<file path="src/rtl/keycode_bank.sv">
// rtl/keycode_bank.sv - keycode slot bank with change-event FIFO; stale-key flush built when KEYCODE_BANK_TIMEOUT_EN is defined
module keycode_bank #(
    parameter int N_KEYS         = 4,
    parameter int KW             = 8,
    parameter int FIFO_DEPTH     = 8,
    parameter int TIMEOUT_CYCLES = 5000000,
    localparam int AW            = $clog2(N_KEYS + 1)
) (
    input  logic                 clk_clk,
    input  logic                 reset_reset,
    input  logic [AW-1:0]        avs_address,
    input  logic                 avs_read,
    input  logic                 avs_write,
    input  logic [31:0]          avs_writedata,
    output logic [31:0]          avs_readdata,
    output logic                 avs_waitrequest,
    output logic [N_KEYS*KW-1:0] keycode_export,
    output logic                 evt_valid,
    input  logic                 evt_ready,
    output logic [3:0]           evt_slot,
    output logic [KW-1:0]        evt_old,
    output logic [KW-1:0]        evt_new,
    output logic                 overflow
);

    localparam int PW = $clog2(FIFO_DEPTH);
    localparam int CW = PW + 1;
    localparam logic [AW-1:0] STATUS_ADDR = AW'(N_KEYS);
    localparam logic [CW-1:0] FULL_COUNT  = CW'(FIFO_DEPTH);

    // Slot registers
    logic [KW-1:0] slot_q [N_KEYS];
    logic [KW-1:0] slot_d [N_KEYS];

    // Event FIFO storage; the head entry is read straight out of the register array
    logic [3:0]    fifo_slot_q [FIFO_DEPTH];
    logic [KW-1:0] fifo_old_q  [FIFO_DEPTH];
    logic [KW-1:0] fifo_new_q  [FIFO_DEPTH];
    logic [PW-1:0] wr_ptr_q, wr_ptr_d;
    logic [PW-1:0] rd_ptr_q, rd_ptr_d;
    logic [CW-1:0] count_q, count_d;

    logic          overflow_q, overflow_d;
    logic [31:0]   readdata_q, readdata_d;

    // Single push source per cycle: either a software slot write or a flush step
    logic          push_req;
    logic          push_ok;
    logic          pop;
    logic          full;
    logic [3:0]    push_slot;
    logic [KW-1:0] push_old;
    logic [KW-1:0] push_new;
    logic          sw_slot_write;

    logic          flush_active;
    logic [AW-1:0] scan_idx;

`ifdef KEYCODE_BANK_TIMEOUT_EN
    typedef enum logic {IDLE, FLUSH} state_e;

    localparam int TW = $clog2(TIMEOUT_CYCLES + 1);
    localparam logic [TW-1:0] IDLE_LIMIT = TW'(TIMEOUT_CYCLES - 1);
    localparam logic [AW-1:0] LAST_SLOT  = AW'(N_KEYS - 1);

    state_e        state_q, state_d;
    logic [TW-1:0] idle_cnt_q, idle_cnt_d;
    logic [AW-1:0] scan_q, scan_d;
    logic          any_nonzero;

    // Any held key makes a timeout worth flushing
    always_comb begin
        any_nonzero = 1'b0;
        for (int i = 0; i < N_KEYS; i++) begin
            if (slot_q[i] != '0) begin
                any_nonzero = 1'b1;
            end
        end
    end

    // FSM state, idle counter and scan index registers
    always_ff @(posedge clk_clk) begin
        if (reset_reset) begin
            state_q    <= IDLE;
            idle_cnt_q <= '0;
            scan_q     <= '0;
        end else begin
            state_q    <= state_d;
            idle_cnt_q <= idle_cnt_d;
            scan_q     <= scan_d;
        end
    end

    // Idle timeout detection and one-slot-per-cycle flush scan
    always_comb begin
        state_d    = state_q;
        idle_cnt_d = idle_cnt_q;
        scan_d     = scan_q;
        case (state_q)
            IDLE: begin
                if (sw_slot_write) begin
                    idle_cnt_d = '0;
                end else if (idle_cnt_q == IDLE_LIMIT && any_nonzero) begin
                    state_d = FLUSH;
                    scan_d  = '0;
                end else if (idle_cnt_q != IDLE_LIMIT) begin
                    idle_cnt_d = idle_cnt_q + TW'(1);
                end
            end
            FLUSH: begin
                if (scan_q == LAST_SLOT) begin
                    state_d    = IDLE;
                    idle_cnt_d = '0;
                    scan_d     = '0;
                end else begin
                    scan_d = scan_q + AW'(1);
                end
            end
            default: begin
                state_d = IDLE;
            end
        endcase
    end

    assign flush_active = (state_q == FLUSH);
    assign scan_idx     = scan_q;
`else
    logic unused_timeout;

    assign flush_active   = 1'b0;
    assign scan_idx       = '0;
    assign unused_timeout = (TIMEOUT_CYCLES > 0);
`endif

    // Slot next-state and event generation from software writes or the flush scan
    always_comb begin
        for (int i = 0; i < N_KEYS; i++) begin
            slot_d[i] = slot_q[i];
        end
        push_req      = 1'b0;
        push_slot     = '0;
        push_old      = '0;
        push_new      = '0;
        sw_slot_write = 1'b0;
        if (flush_active) begin
            for (int i = 0; i < N_KEYS; i++) begin
                if (scan_idx == AW'(i) && slot_q[i] != '0) begin
                    slot_d[i] = '0;
                    push_req  = 1'b1;
                    push_slot = 4'(i);
                    push_old  = slot_q[i];
                    push_new  = '0;
                end
            end
        end else if (avs_write) begin
            for (int i = 0; i < N_KEYS; i++) begin
                if (avs_address == AW'(i)) begin
                    sw_slot_write = 1'b1;
                    slot_d[i]     = avs_writedata[KW-1:0];
                    if (slot_q[i] != avs_writedata[KW-1:0]) begin
                        push_req  = 1'b1;
                        push_slot = 4'(i);
                        push_old  = slot_q[i];
                        push_new  = avs_writedata[KW-1:0];
                    end
                end
            end
        end
    end

    // FIFO bookkeeping: a pop frees room for a same-cycle push; drops set the sticky flag
    always_comb begin
        full     = (count_q == FULL_COUNT);
        pop      = evt_valid && evt_ready;
        push_ok  = push_req && (!full || pop);
        wr_ptr_d = wr_ptr_q;
        rd_ptr_d = rd_ptr_q;
        count_d  = count_q;
        if (push_ok) begin
            wr_ptr_d = wr_ptr_q + PW'(1);
        end
        if (pop) begin
            rd_ptr_d = rd_ptr_q + PW'(1);
        end
        if (push_ok && !pop) begin
            count_d = count_q + CW'(1);
        end else if (pop && !push_ok) begin
            count_d = count_q - CW'(1);
        end
        overflow_d = overflow_q;
        if (!flush_active && avs_write && avs_address == STATUS_ADDR && avs_writedata[31]) begin
            overflow_d = 1'b0;
        end
        if (push_req && !push_ok) begin
            overflow_d = 1'b1;
        end
    end

    // Read mux, registered for a fixed one-cycle latency; held between reads
    always_comb begin
        readdata_d = readdata_q;
        if (avs_read && !flush_active) begin
            readdata_d = '0;
            if (avs_address == STATUS_ADDR) begin
                readdata_d     = 32'(count_q);
                readdata_d[31] = overflow_q;
            end
            for (int i = 0; i < N_KEYS; i++) begin
                if (avs_address == AW'(i)) begin
                    readdata_d = 32'(slot_q[i]);
                end
            end
        end
    end

    // Slot, pointer, occupancy, flag and read-data registers
    always_ff @(posedge clk_clk) begin
        if (reset_reset) begin
            for (int i = 0; i < N_KEYS; i++) begin
                slot_q[i] <= '0;
            end
            wr_ptr_q   <= '0;
            rd_ptr_q   <= '0;
            count_q    <= '0;
            overflow_q <= 1'b0;
            readdata_q <= '0;
        end else begin
            for (int i = 0; i < N_KEYS; i++) begin
                slot_q[i] <= slot_d[i];
            end
            wr_ptr_q   <= wr_ptr_d;
            rd_ptr_q   <= rd_ptr_d;
            count_q    <= count_d;
            overflow_q <= overflow_d;
            readdata_q <= readdata_d;
        end
    end

    // Event storage; cleared on reset so the head fields read 0
    always_ff @(posedge clk_clk) begin
        if (reset_reset) begin
            for (int i = 0; i < FIFO_DEPTH; i++) begin
                fifo_slot_q[i] <= '0;
                fifo_old_q[i]  <= '0;
                fifo_new_q[i]  <= '0;
            end
        end else if (push_ok) begin
            fifo_slot_q[wr_ptr_q] <= push_slot;
            fifo_old_q[wr_ptr_q]  <= push_old;
            fifo_new_q[wr_ptr_q]  <= push_new;
        end
    end

    for (genvar g = 0; g < N_KEYS; g++) begin : g_export
        assign keycode_export[g*KW +: KW] = slot_q[g];
    end

    logic unused_wdata;
    assign unused_wdata = ^avs_writedata[30:KW];

    assign avs_readdata    = readdata_q;
    assign avs_waitrequest = flush_active;
    assign evt_valid       = (count_q != '0);
    assign evt_slot        = fifo_slot_q[rd_ptr_q];
    assign evt_old         = fifo_old_q[rd_ptr_q];
    assign evt_new         = fifo_new_q[rd_ptr_q];
    assign overflow        = overflow_q;

endmodule

</file>
<file path="config.mk">
export PLATFORM = sky130hd
export DESIGN_NAME = keycode_bank
export DESIGN_NICKNAME = d
export VERILOG_FILES = /design/src/rtl/keycode_bank.sv
export SDC_FILE = /design/constraint.sdc
export NUM_CORES = 1
export LEC_CHECK = 0
export CORE_MARGIN = 1.5
export CORE_UTILIZATION = 50
export DETAILED_ROUTE_END_ITERATION = 12
export GPL_ROUTABILITY_DRIVEN = 0
export PLACE_DENSITY = 0.83
export SYNTH_ARGS = -nofsm -noshare
export SYNTH_HDL_FRONTEND = slang
export SYNTH_SLANG_ARGS = --single-unit
export TNS_END_PERCENT = 10
</file>
<file path="constraint.sdc">
create_clock -name clk_clk -period 3.8 [get_ports clk_clk]
set_clock_uncertainty 0.05 [all_clocks]
set_input_delay 0.76 -clock clk_clk [delete_from_list [all_inputs] [get_ports clk_clk]]
set_output_delay 0.76 -clock clk_clk [all_outputs]
set_load 0.005 [all_outputs]
</file>
==> results.tsv, run 1 <==
stage	metric	value	unit
setup_path	Critical Path Sink Type	register	
synth	Cell Area, Synth	9590	um2
synth	asr flop ratio synth	0	
grt	layer with the highest usage	met2	
layout	Layout Area Growth over Synthesis	19.5	%
clock_tree	Root Driver	clkbuf_16	
grt	total global routing overflow	0	
sta	final worst path period need	3.55	ns
grt	M1 GR Usage	0.318	
sta	Final Hold Viols	0	
worst_hold_path	hold wc startpoint	avs_readdata[31]	
sta	endpoints failing setup	0	
synth	Synth warnings	0	
clock_tree	cts bufs inserted	17	
clock_tree	H-Tree Depth	4	
floorplanning	Die Y	141	um
grt	met3 Track Usage GR	0.0462	
power	Leakage	3.96	nW
floorplanning	Ports	127	
layout	share of layout cells above drive strength 1	0.198	
setup_path	Worst R2R End	count_q[3]	
sta	fin crit share	0.935	
synth	area leader, netlist	edfxtp_1	
synth	Post-synth EDFFs	144	
sta	Hold WS	0.422	ns
layout	area of the multi-input gates	3740	um2
sta	Slew HR	0.224	
placed_design	Port Buffers	77	
synth	sequential share of the synthesized area	0.566	
setup_path	Crit Path Category	input port to register	
floorplanning	Die X	141	um
clock_tree	post-CTS sizing	0	
layout	nets@finish	974	
routing	vias after detailed routing	6917	
setup_path	CP endpoint	count_q[3]	
routing	Post-DRT Antenna Nets	0	
floorplanning	Core Region	18800	um2
grt	grt met2 use	0.418	
setup_path	Reg2Reg Depth	14	
power	PwrDens	491	nW/um2
routing	DRC errors left	0	
synth	Yosys cell types	46	
setup_path	R2R setup slack	0.62	ns
floorplanning	Initial Util	0.511	
clock_tree	CTS tree	yes	
flow_run	max cap viols	0	
clock_tree	Clock Latency Late Sink	0.45	ns
setup_path	Reg-to-Reg Start	slot_q[0][1]	
sta	worst slew pin tran	1.15	ns
layout	Antenna diodes	0	
routing	final wirelength	23900	um
routing	DR WL/cell	20.4	um
clock_tree	Sink Count	199	
power	Worst IR Drop VDD	363	uV
routing	initial DRC count	763	
synth	synth cell count leaders	edfxtp_1, nor2_1, nand2_1, nor3_1, dfxtp_1	
worst_hold_path	Worst Hold Class	register to register	
synth	most numerous cell in the Yosys netlist	edfxtp_1	
outcome	status	finished clean	
synth	Synth top area share	0.451	
grt	first-pass GRT wire length	37700	um
floorplanning	Rows	50	
clock_tree	post-CTS setup repair buffer count	0	
setup_path	worst-path maximum fanout	4	
clock_tree	CTS Hold Buffers Added	0	
floorplanning	die area	20000	um2
routing	DR vias/cell	5.89	
placed_design	DP Wirelength	16400	um
clock_tree	Longest Clk Path Bufs	2	
clock_tree	CTS clk-pin slew, worst paths	0.07	ns
placed_design	placed insts	1143	
grt	Tot GR Track Use	0.249	
layout	non-filler cells, final	1175	
sta	max-slew violations	0	
setup_path	CP startpoint	avs_writedata[3]	
synth	top post-synthesis cells by area	edfxtp_1, dfxtp_1, mux4_2	
synth	#FFs+latches synth	199	
setup_path	CP startpoint kind	input port	
grt	pin count of the biggest net entering global routing	80	
setup_path	arrival time worst endpoint	3.87	ns
sta	FMAX	282	MHz
layout	number of fill cells	1454	
synth	Avg Cell Area, Syn	11.8	um2
setup_path	WP data required	4.12	ns
layout	register area	5430	um2
routing	First-pass DRT Iterations	5	
synth	Mapped Cells	812	
grt	initial antenna violation count	0	
synth	ys flop type	edfxtp_1	
sta	unrepaired setup endpoints after global routing	no	
grt	vias in the first global route	7009	
[cells by family after synthesis]
kind of cell / after synthesis / synth area share
compound gates: 91 / 0.0664
flops: 199 / 0.566
simple gates: 327 / 0.151
xor+xnor: 37 / 0.0338
fa+ha+maj: 6 / 0.00861
mux: 63 / 0.120
buf+inv: 88 / 0.0532
other cells: 1 / 0.000391
[worst max-delay path, cell delays in order]
cell and delay (ns):
clkdlybuf4s50_1 0.59, buf_4 0.19, xnor2_1 0.11, nand4_1 0.13, o21ai_1 0.31, o2111a_2 0.28, nor2_1 0.08, ha_1 0.22
inv_1 0.07, ha_1 0.22, a21o_1 0.18, a21oi_1 0.17, xnor2_1 0.11, or3_1 0.31, a21oi_1 0.14
[cell usage in the layout, fill, tap and decap left out, drive strengths merged, types with 2 or more instances in the layout]
cell,instances
mux2,18
o221ai,4
mux2i,5
a2bb2oi,8
or3,11
a221oi,8
nor2b,11
a22oi,4
nand2,89
nor3,67
clkbuf,19
nand3b,2
buf,81
dfxtp,55
nor4,2
nand3,5
and2,2
xor2,11
ha,5
nand2b,12
clkinv,3
o21ai,12
a21oi,48
clkdlybuf4s50,76
nor2,116
inv,12
mux4,40
xnor2,26
nand4,8
conb,26
edfxtp,144
[area by class of cell]
type,instances,area share
Clock buffer,19,0.0415
Clock inverter,13,0.00906
Inverter,3,0.000983
Multi-Input combinational cell,550,0.327
Sequential cell,199,0.474
Tap cell,234,0.0256
Timing Repair Buffer,157,0.123
[report_power, final]
| group | switching [mW] | internal, mW | total (mW) |
|---|---|---|---|
| sequential | 0.101 | 2.43 | 2.54 |
| clock | 0.833 | 0.933 | 1.77 |
| combinational | 0.619 | 0.710 | 1.33 |
[metal layers]
layer / up-vias / share of wire
li1: 3120 / -
met1: 3356 / 0.39
met2: 381 / 0.50
met3: 60 / 0.082
met4: 0 / 0.030
met5: - / 0
[through the flow]
stage	setup slack [ns]	instance area, um2	util	setup TNS (ns)	power, mW
after floorplan	0.0354	9680	-	0	3.43
after detailed placement	-0.136	10900	0.580	-0.136	3.91
after CTS	0.298	11500	0.611	0	5.65
final	0.248	11500	0.611	0	5.63
after global placement	-0.0869	10900	0.580	-0.0869	3.87
after global routing	0.102	11500	0.611	0	5.85
[how the worst min path moves through the flow]
stage / endpoint / slack, ns / cells after the start
2_1_floorplan: register / 0.40 / 2
5_1_grt: avs_readdata[31] / 0.47 / 2
3_5_place_dp: avs_readdata[31] / 0.41 / 2
3_3_place_gp: avs_readdata[31] / 0.41 / 2
6_report: avs_readdata[31] / 0.42 / 2
4_1_cts: avs_readdata[31] / 0.42 / 2
[flip-flops by register name (all words and copies together) (netlist names), named ones only]
name and count:
count_q 4, fifo_slot_q 16, slot_q 32, wr_ptr_q 3
overflow 1, fifo_old_q 64, avs_readdata 9, rd_ptr_q 3
fifo_new_q 64
Note: power is estimated with default switching activity, not from simulation.
==> run 2: changes to the inputs <==
--- a/config.mk
+++ b/config.mk
@@ -9,7 +9,7 @@
 export CORE_UTILIZATION = 50
 export DETAILED_ROUTE_END_ITERATION = 12
 export GPL_ROUTABILITY_DRIVEN = 0
-export PLACE_DENSITY = 0.83
+export PLACE_DENSITY = 0.81
 export SYNTH_ARGS = -nofsm -noshare
 export SYNTH_HDL_FRONTEND = slang
 export SYNTH_SLANG_ARGS = --single-unit
==> constraint.sdc (replaced) <==
create_clock -name clk_clk -period 4.27 [get_ports clk_clk]
set_clock_uncertainty 0.05 [all_clocks]
set_input_delay 0.854 -clock clk_clk [delete_from_list [all_inputs] [get_ports clk_clk]]
set_output_delay 0.854 -clock clk_clk [all_outputs]
set_load 0.005 [all_outputs]
==> results.tsv, run 2 (synthesis gave the netlist of run 1 again) <==
stage	metric	value	unit
clock_tree	CTS clk-pin slew, worst paths	0.07	ns
setup_path	CP startpoint kind	input port	
routing	DR WL/cell	19.3	um
sta	max-slew violations	0	
routing	Post-DRT Antenna Nets	0	
layout	Antenna diodes	0	
power	PwrDens	439	nW/um2
grt	first-pass GRT wire length	35200	um
floorplanning	Die X	141	um
outcome	status	finished clean	
setup_path	Worst R2R End	count_q[3]	
sta	worst slew pin tran	0.862	ns
layout	Design Area, Final	11200	um2
routing	DRC errors left	0	
flow_run	max cap viols	0	
setup_path	WP data required	4.59	ns
grt	total global routing overflow	0	
clock_tree	Sink Count	199	
routing	final wirelength	22100	um
setup_path	Top delay family on crit path	compound AO/OA/AOI/OAI gates	
placed_design	placed insts	1110	
floorplanning	Rows	50	
routing	wire length on met1	8650	um
routing	Highest Signal Layer	met4	
grt	pin count of the biggest net entering global routing	80	
sta	endpoints failing setup	0	
routing	initial DRC count	589	
grt	Tot GR Track Use	0.232	
clock_tree	CTS tree	yes	
layout	number of fill cells	1464	
grt	initial antenna violation count	0	
setup_path	crit path cell chain	clkdlybuf4s50_1, xnor2_1, nand4_1, o21ai_0, o2111a_2, nor2_1, ha_1, inv_1, ha_1, a21o_1, a21oi_1, xnor2_1, or3_1, a21oi_1	
clock_tree	Longest Clk Path Bufs	2	
clock_tree	cts bufs inserted	17	
floorplanning	die area	20000	um2
routing	metal3 WL	2070	um
clock_tree	post-CTS sizing	0	
floorplanning	Die Y	141	um
sta	unrepaired setup endpoints after global routing	no	
setup_path	Crit Path Category	input port to register	
setup_path	arrival time worst endpoint	4.04	ns
layout	most common cell after layout, fill and taps aside	edfxtp_1	
layout	share of layout cells above drive strength 1	0.169	
setup_path	CP endpoint	count_q[3]	
grt	vias in the first global route	6459	
clock_tree	H-Tree Depth	4	
worst_hold_path	Worst Hold Class	register to register	
setup_path	worst-path maximum fanout	8	
placed_design	placed cell areas	10600	um2
clock_tree	Clock Latency Late Sink	0.44	ns
setup_path	Reg-to-Reg Start	slot_q[2][0]	
setup_path	worst stage delay on the critical path	0.74	ns
sta	FMAX	269	MHz
floorplanning	Core Region	18800	um2
setup_path	CP max-delay cell	clkdlybuf4s50_1	
placed_design	DP Wirelength	15400	um
sta	fin crit share	0.870	
routing	metal2 WL	10600	um
layout	Largest regs	fifo_new_q (64), fifo_old_q (64), slot_q (32)	
power	Worst IR Drop VDD	302	uV
sta	Setup TNS	0	ns
sta	final worst path period need	3.72	ns
routing	First-pass DRT Iterations	7	
setup_path	Critical Path Sink Type	register	
clock_tree	CTS Hold Buffers Added	0	
layout	Layout Area Growth over Synthesis	16.5	%
floorplanning	Ports	127	
sta	Slew HR	0.421	
routing	vias after detailed routing	6668	
setup_path	R2R setup slack	1.20	ns
clock_tree	Root Driver	clkbuf_16	
sta	Final Hold Viols	0	
setup_path	CP startpoint	avs_writedata[0]	
layout	register area	5430	um2
power	Leakage	3.78	nW
setup_path	crit path buf inv count	2	
setup_path	Levels on crit path	14	
setup_path	Reg2Reg Depth	13	
floorplanning	Initial Util	0.511	
layout	non-filler cells, final	1142	
layout	area of the multi-input gates	3740	um2
routing	DR vias/cell	5.84	
layout	most frequent cells in the layout	edfxtp_1, nor2_1, nand2_1	
layout	nets@finish	941	
clock_tree	post-CTS setup repair buffer count	0	
placed_design	Port Buffers	77	
==> run 2: cell count changes in the layout (fill, tap and decap cells not counted), sizes merged <==
cell | previous run | this run
buf | 81 | 48
clkbuf | 19 | 18
clkinv | 3 | 5
inv | 12 | 11
==> run 2: through the flow <==
stage	util	hold WS [ns]	power, mW	setup WS, ns
floorplan	-	0.404	3.05	0.411
global placement	0.565	0.409	3.40	0.221
detailed placement	0.565	0.423	3.43	0.134
CTS	0.595	0.433	4.92	0.582
global route	0.595	0.465	5.09	0.318
finish	0.595	0.433	4.90	0.553
==> run 2: metal layers <==
metal  global-route usage  vias up
li1                     -     3065
met1                0.302     3194
met2                0.380      356
met3               0.0462       53
met4                0.101        0
met5                    0        -
==> run 2: cell type report <==
class                      count  area share
inverter                       3     0.00101
clock inverter                14     0.00997
clock buffer                  18      0.0403
tap                          234      0.0262
timing repair buffer         124       0.101
sequential                   199       0.486
multi-input combinational    550       0.335
==> run 2: power breakdown <==
group | switching (mW) | total (mW) | internal (mW)
registers | 0.0938 | 2.26 | 2.17
clock network | 0.730 | 1.52 | 0.793
logic | 0.520 | 1.12 | 0.597
==> run 2: worst min path at each step <==
| stage | start | endpoint | slack [ns] | depth (start not counted) |
|---|---|---|---|---|
| floorplan | rd_ptr_q[1] | register | 0.40 | 2 |
| global placement | avs_readdata[31] | avs_readdata[31] | 0.41 | 2 |
| detailed placement | rd_ptr_q[1] | register | 0.42 | 2 |
| CTS | rd_ptr_q[1] | rd_ptr_q[1] | 0.43 | 2 |
| global route | avs_readdata[31] | avs_readdata[31] | 0.47 | 2 |
| finish | rd_ptr_q[1] | rd_ptr_q[1] | 0.43 | 2 |
==> run 2: tightest hold or removal path: stages, from the launching register on <==
cell     delay [ns]
dfxtp_1        0.32
nand2_1        0.05
a21oi_1        0.06
